==> src/rtl/spi_pkg.sv <==
// Shared SPI definitions: state encoding, byte width and default idle byte.
// Imported by both the SPI master and the SPI slave.
package spi_pkg;

  localparam int SPI_BYTE_W = 8;
  localparam logic [SPI_BYTE_W-1:0] SPI_IDLE_BYTE = 8'hFF;

  typedef enum logic [1:0] {
    SPI_S_IDLE  = 2'd0,
    SPI_S_SHIFT = 2'd1,
    SPI_S_FLUSH = 2'd2
  } spi_state_t;

endpackage

==> src/rtl/spi_sync_edge.sv <==
// N-stage synchronizer for one asynchronous input.
// Provides the synchronized level and single-cycle rise/fall pulses.
module spi_sync_edge #(
  parameter int   STAGES  = 2,
  parameter logic RST_VAL = 1'b0
) (
  input  logic clk,
  input  logic rst,
  input  logic d,
  output logic q,
  output logic rise,
  output logic fall
);

  logic [STAGES-1:0] sync;
  logic              prev;

  always_ff @(posedge clk or negedge rst) begin
    if (!rst) begin
      sync <= {STAGES{RST_VAL}};
      prev <= RST_VAL;
    end else begin
      sync <= {sync[STAGES-2:0], d};
      prev <= sync[STAGES-1];
    end
  end

  assign q    = sync[STAGES-1];
  assign rise = q & ~prev;
  assign fall = ~q & prev;

endmodule

==> src/rtl/spi_slave_rx_tx.sv <==
// SPI responder (CPOL=0, CPHA=1, MSB first) with RX push and FWFT TX pop ports.
// Optional byte counter output enabled by defining SPI_SLAVE_BYTECNT_EN.
//
// state       | meaning
// SPI_S_IDLE  | no frame; waits for a cs falling edge
// SPI_S_SHIFT | frame active; shifts miso on sck rise, samples mosi on sck fall
// SPI_S_FLUSH | one cycle after cs rise; flags a partial byte, returns to idle
module spi_slave_rx_tx
  import spi_pkg::*;
#(
  parameter int                    SYNC_STAGES = 2,
  parameter logic [SPI_BYTE_W-1:0] IDLE_BYTE   = SPI_IDLE_BYTE
) (
  input  logic                  clk,
  input  logic                  rst,
  input  logic                  cs,
  input  logic                  sck,
  input  logic                  mosi,
  output logic                  miso,
  output logic                  miso_oe,
  output logic [SPI_BYTE_W-1:0] dout,
  output logic                  rx_fifo_wr,
  input  logic                  rx_fifo_full,
  input  logic [SPI_BYTE_W-1:0] din,
  output logic                  tx_fifo_rd,
  input  logic                  tx_fifo_empty,
  input  logic                  clr_err,
  output logic                  overrun,
  output logic                  underrun,
  output logic                  frame_err,
  output logic                  busy
`ifdef SPI_SLAVE_BYTECNT_EN
  ,
  output logic [7:0]            byte_cnt
`endif
);

  localparam int SETTLE_W = $clog2(SYNC_STAGES + 2);

  logic cs_s, cs_rise, cs_fall;
  logic sck_lvl_unused, sck_rise, sck_fall;
  logic mosi_s, mosi_rise_unused, mosi_fall_unused;

  spi_sync_edge #(.STAGES(SYNC_STAGES), .RST_VAL(1'b1)) u_sync_cs (
    .clk(clk), .rst(rst), .d(cs), .q(cs_s), .rise(cs_rise), .fall(cs_fall)
  );
  spi_sync_edge #(.STAGES(SYNC_STAGES), .RST_VAL(1'b0)) u_sync_sck (
    .clk(clk), .rst(rst), .d(sck), .q(sck_lvl_unused), .rise(sck_rise), .fall(sck_fall)
  );
  spi_sync_edge #(.STAGES(SYNC_STAGES), .RST_VAL(1'b0)) u_sync_mosi (
    .clk(clk), .rst(rst), .d(mosi), .q(mosi_s), .rise(mosi_rise_unused), .fall(mosi_fall_unused)
  );

  spi_state_t            state;
  logic [2:0]            bit_cnt;
  logic [SPI_BYTE_W-1:0] rx_sh;
  logic [SPI_BYTE_W-1:0] tx_sh;
  logic [SETTLE_W-1:0]   settle_cnt;
  logic                  armed;

  // The cs synchronizer resets high, so a cs already low at reset release
  // produces a false fall; frames are only accepted once cs is seen high
  // after the synchronizer has filled with real samples.
  always_ff @(posedge clk or negedge rst) begin
    if (!rst) begin
      state      <= SPI_S_IDLE;
      bit_cnt    <= '0;
      rx_sh      <= '0;
      tx_sh      <= '0;
      miso       <= 1'b0;
      miso_oe    <= 1'b0;
      dout       <= '0;
      rx_fifo_wr <= 1'b0;
      tx_fifo_rd <= 1'b0;
      overrun    <= 1'b0;
      underrun   <= 1'b0;
      frame_err  <= 1'b0;
      busy       <= 1'b0;
      settle_cnt <= SETTLE_W'(SYNC_STAGES + 1);
      armed      <= 1'b0;
`ifdef SPI_SLAVE_BYTECNT_EN
      byte_cnt   <= '0;
`endif
    end else begin
      rx_fifo_wr <= 1'b0;
      tx_fifo_rd <= 1'b0;
      if (settle_cnt != '0) settle_cnt <= settle_cnt - SETTLE_W'(1);
      else if (cs_s)        armed      <= 1'b1;

      if (clr_err) begin
        overrun   <= 1'b0;
        underrun  <= 1'b0;
        frame_err <= 1'b0;
      end

      case (state)
        SPI_S_IDLE: begin
          if (cs_fall && armed) begin
            state   <= SPI_S_SHIFT;
            miso_oe <= 1'b1;
            busy    <= 1'b1;
            bit_cnt <= '0;
`ifdef SPI_SLAVE_BYTECNT_EN
            byte_cnt <= '0;
`endif
          end
        end
        SPI_S_SHIFT: begin
          if (cs_rise) begin
            state   <= SPI_S_FLUSH;
            miso_oe <= 1'b0;
          end else begin
            if (sck_rise) begin
              if (bit_cnt == 3'd0) begin
                if (!tx_fifo_empty) begin
                  tx_sh      <= din;
                  miso       <= din[SPI_BYTE_W-1];
                  tx_fifo_rd <= 1'b1;
                end else begin
                  tx_sh    <= IDLE_BYTE;
                  miso     <= IDLE_BYTE[SPI_BYTE_W-1];
                  underrun <= 1'b1;
                end
              end else begin
                tx_sh <= {tx_sh[SPI_BYTE_W-2:0], 1'b0};
                miso  <= tx_sh[SPI_BYTE_W-2];
              end
            end
            if (sck_fall) begin
              rx_sh   <= {rx_sh[SPI_BYTE_W-2:0], mosi_s};
              bit_cnt <= bit_cnt + 3'd1;
              if (bit_cnt == 3'd7) begin
                if (rx_fifo_full) begin
                  overrun <= 1'b1;
                end else begin
                  dout       <= {rx_sh[SPI_BYTE_W-2:0], mosi_s};
                  rx_fifo_wr <= 1'b1;
                end
`ifdef SPI_SLAVE_BYTECNT_EN
                if (byte_cnt != 8'hFF) byte_cnt <= byte_cnt + 8'd1;
`endif
              end
            end
          end
        end
        SPI_S_FLUSH: begin
          if (bit_cnt != 3'd0) frame_err <= 1'b1;
          bit_cnt <= '0;
          miso    <= 1'b0;
          busy    <= 1'b0;
          state   <= SPI_S_IDLE;
        end
        default: begin
          state   <= SPI_S_IDLE;
          miso_oe <= 1'b0;
          busy    <= 1'b0;
        end
      endcase
    end
  end

endmodule

==> config.mk <==
export PLATFORM = sky130hd
export DESIGN_NAME = spi_slave_rx_tx
export DESIGN_NICKNAME = d
export VERILOG_FILES = /design/src/rtl/spi_pkg.sv /design/src/rtl/spi_sync_edge.sv /design/src/rtl/spi_slave_rx_tx.sv
export SDC_FILE = /design/constraint.sdc
export NUM_CORES = 1
export LEC_CHECK = 0
export CORE_MARGIN = 2
export CORE_UTILIZATION = 25
export CTS_CLUSTER_DIAMETER = 80
export DETAILED_ROUTE_END_ITERATION = 8
export PLACE_DENSITY = 0.45
export SLEW_MARGIN = 0
export SYNTH_ARGS = -nofsm -noshare
export SYNTH_HDL_FRONTEND = slang
export SYNTH_SLANG_ARGS = --single-unit
==> constraint.sdc <==
create_clock -name clk -period 3.15 [get_ports clk]
set_input_delay 0.315 -clock clk [delete_from_list [all_inputs] [get_ports clk]]
set_output_delay 0.315 -clock clk [all_outputs]
set_load 0.05 [all_outputs]
==> impl_metrics.tcl <==
set metrics [dict create \
    synth_area_um2 1860 \
    period_share_pct 57.1 \
    syn_nets 165 \
    timing.final.crit_period_ns 1.80 \
    fill_cells 751 \
    cts_resized 0 \
    avgSynthCellArea_um2 12.9 \
    cp-end-kind "output port" \
    cts.sinks 46 \
    grt_pass1_vias 1176 \
    worst-path-buf-inv 1 \
    vias 1142 \
    fin_area_um2 2400 \
    yosys.area_share.adder_pct 2.68 \
    vdd_drop_max_uv 168 \
    routed_wl_mm 3.20 \
    synthCells 145 \
    ys_ff_latch 46 \
    critical-path-slowest-cell "clkdlybuf4s50_1" \
    critical_path_peak_fanout 3 \
    synth-simple-area-share_pct 11.9 \
    synth_top_family_by_area "multiplexers" \
    fin_skew_ns 0.00395 \
    setup_tns_ns 0 \
    antennaDiodeCount 0 \
    yosys_warnings 0 \
    core_um2 7250 \
    drc 0 \
    ys_seq_area_share_pct 62.1 \
    rsz0062_at_grt "false" \
    power_leakage_nw 1.06 \
    yosys-top-cells-area "dfrtp_1, mux2_2, dfstp_2, nor2_1, ha_1" \
    ctsHoldBuffers 0 \
    die_h_um 90.4 \
    synth_compound_gate_area_share_pct 6.38 \
    slew_violations 0 \
    io-pin-count 32 \
    ys_async_sr_fraction_pct 100 \
    p_per_area_nw_per_um2 617 \
    fin_cells 281 \
    synth_mux_area_share_pct 13.3 \
    cap_viol_max_count 0 \
    synth_flop_cell "dfrtp_1" \
    start_util_pct 25.7 \
    cp.required_ns 2.83 \
    postCtsSetupRepairBufs 0 \
    grt_pass1_wl_mm 5.69 \
    ys_types 27 \
    yosysTopAreaCellShare_pct 55.0 \
    drive_gt1_share_pct 23.6 \
    timing.slew.headroom_pct 32.8 \
    grt.total_usage_pct 8.78 \
    cts_tree "built" \
    arrival_ns 1.49 \
    synth-xor-area-share_pct 0.470 \
    cts_max_level 2 \
    final_nets 201 \
    routedWlPerCell_um 11.4 \
    dpl_cell_area_um2 2290 \
    antenna_left 0 \
    status "complete, no violations" \
    antenna_found_initial 0 \
    path_class "reg -> out" \
    cts_buffer_depth 2 \
    seq_area_um2 1160 \
    hold_class "in -> async" \
    crit_family "buffers and inverters" \
    clkTransAtPathRegs_ns 0.08 \
    worstSetupStartpointType "flop" \
    crit_chain "clkdlybuf4s50_1" \
    drt_first_iter_violations 40 \
    rows 31 \
    firstDrtPassIters 2 \
    dp_cells 273 \
    dieArea_um2 8160 \
    clkLatencyLatePin_ns 0.30 \
    cts_buffers 5 \
    grt_max_degree 47 \
    area_growth_pct 28.8 \
    holdWs_ns 0.182 \
    synth_edf_count 0 \
    hold_viol_final 0 \
    gp_congestion 0.696 \
    setup_violations 0 \
    worst_pin_slew_ns 1.01 \
    via_per_inst 4.06 \
    root_buffer "clkbuf_8" \
    die_x_um 90.4 \
    port_buffers 31 \
    multiInputGateArea_um2 648 \
    overflow 0 \
    fmax_ghz 0.556 \
    yosysTopAreaCell "dfrtp_1" \
    hpwl_mm 2.26 \
    critical_path.max_stage_delay_ns 0.81 \
]
==> layout by cell type (no fill, tap or decap), drive strengths merged <==
cell           count
o211ai             2
a22o               2
o22ai              1
nand2b             4
inv                9
o21ai              6
nor4b              2
nand2              4
a21boi             1
nand3b             3
clkdlybuf4s50     30
ha                 4
mux2              22
a21o               1
dfrtp             41
buf                4
nand3              2
xnor2              1
clkbuf             8
a21oi              7
nor2b              2
dfstp              5
nor2              21
==> cell families after synthesis <==
family,after synthesis
mux,22
fa+ha+maj,4
compound gates,20
flops,46
xor+xnor,1
buf+inv,14
simple gates,38
==> path summary, 6_finish.rpt <==
kind                                          from                 end  slack, ns  depth (start not counted)
worst min-delay path                           rst             dout[2]       0.18                          1
worst max-delay path                       miso_oe             miso_oe       1.35                          1
worst max register to register   u_sync_cs.sync[1]             dout[6]       1.42                          5
max in group asynchronous                      rst            state[0]       2.35                          1
min in group clk                u_sync_sck.sync[0]  u_sync_sck.sync[1]       0.35                          0
worst min register to register  u_sync_sck.sync[0]  u_sync_sck.sync[1]       0.35                          0
==> power by group <==
part	total, mW	switching [mW]	leakage (nW)	internal, mW
clock	0.410	0.189	0.0575	0.222
combinational	0.308	0.160	0.431	0.148
sequential	0.764	0.0667	0.567	0.697
==> Yosys cell counts (3+ instances only) <==
library cell,n
dfstp_2,5
mux2_2,22
o21ai_0,6
nand2_1,4
nand2b_1,3
dfrtp_1,41
ha_1,4
nor2_1,21
inv_1,9
a21oi_1,7
==> stage by stage <==
stage                     setup slack [ns]  power [mW]  util [%]
after CTS                             1.33        1.51      33.1
after detailed placement              1.40        1.09      31.6
after global routing                  1.29        1.58      33.1
after floorplan                       1.52       0.979         -
final                                 1.35        1.48      33.1
after global placement                1.44        1.08      31.6
==> final cells by class <==
class                           count  share of cell area, %
Inverter                            9                   1.41
Clock buffer                        8                   4.59
Tap cell                           99                   5.16
Multi-Input combinational cell     85                   27.0
Timing Repair Buffer               34                   13.7
Sequential cell                    46                   48.2
==> layer usage <==
layer,vias to the layer above,global-route usage (%),routed length [µm]
met5,-,0,0
met4,0,3.46,30
met3,2,4.01,213
met2,27,14.1,1550
met1,555,10.2,1400
li1,558,-,-
==> flip-flops by register name, indices dropped and copies added, names as in the netlist, 2 cells and up <==
signal,flops
rx_sh,7
settle_cnt,2
u_sync_cs.sync,2
u_sync_mosi.sync,2
state,2
dout,8
bit_cnt,3
tx_sh,7
u_sync_sck.sync,2
Note: power is estimated with default switching activity, not from simulation.
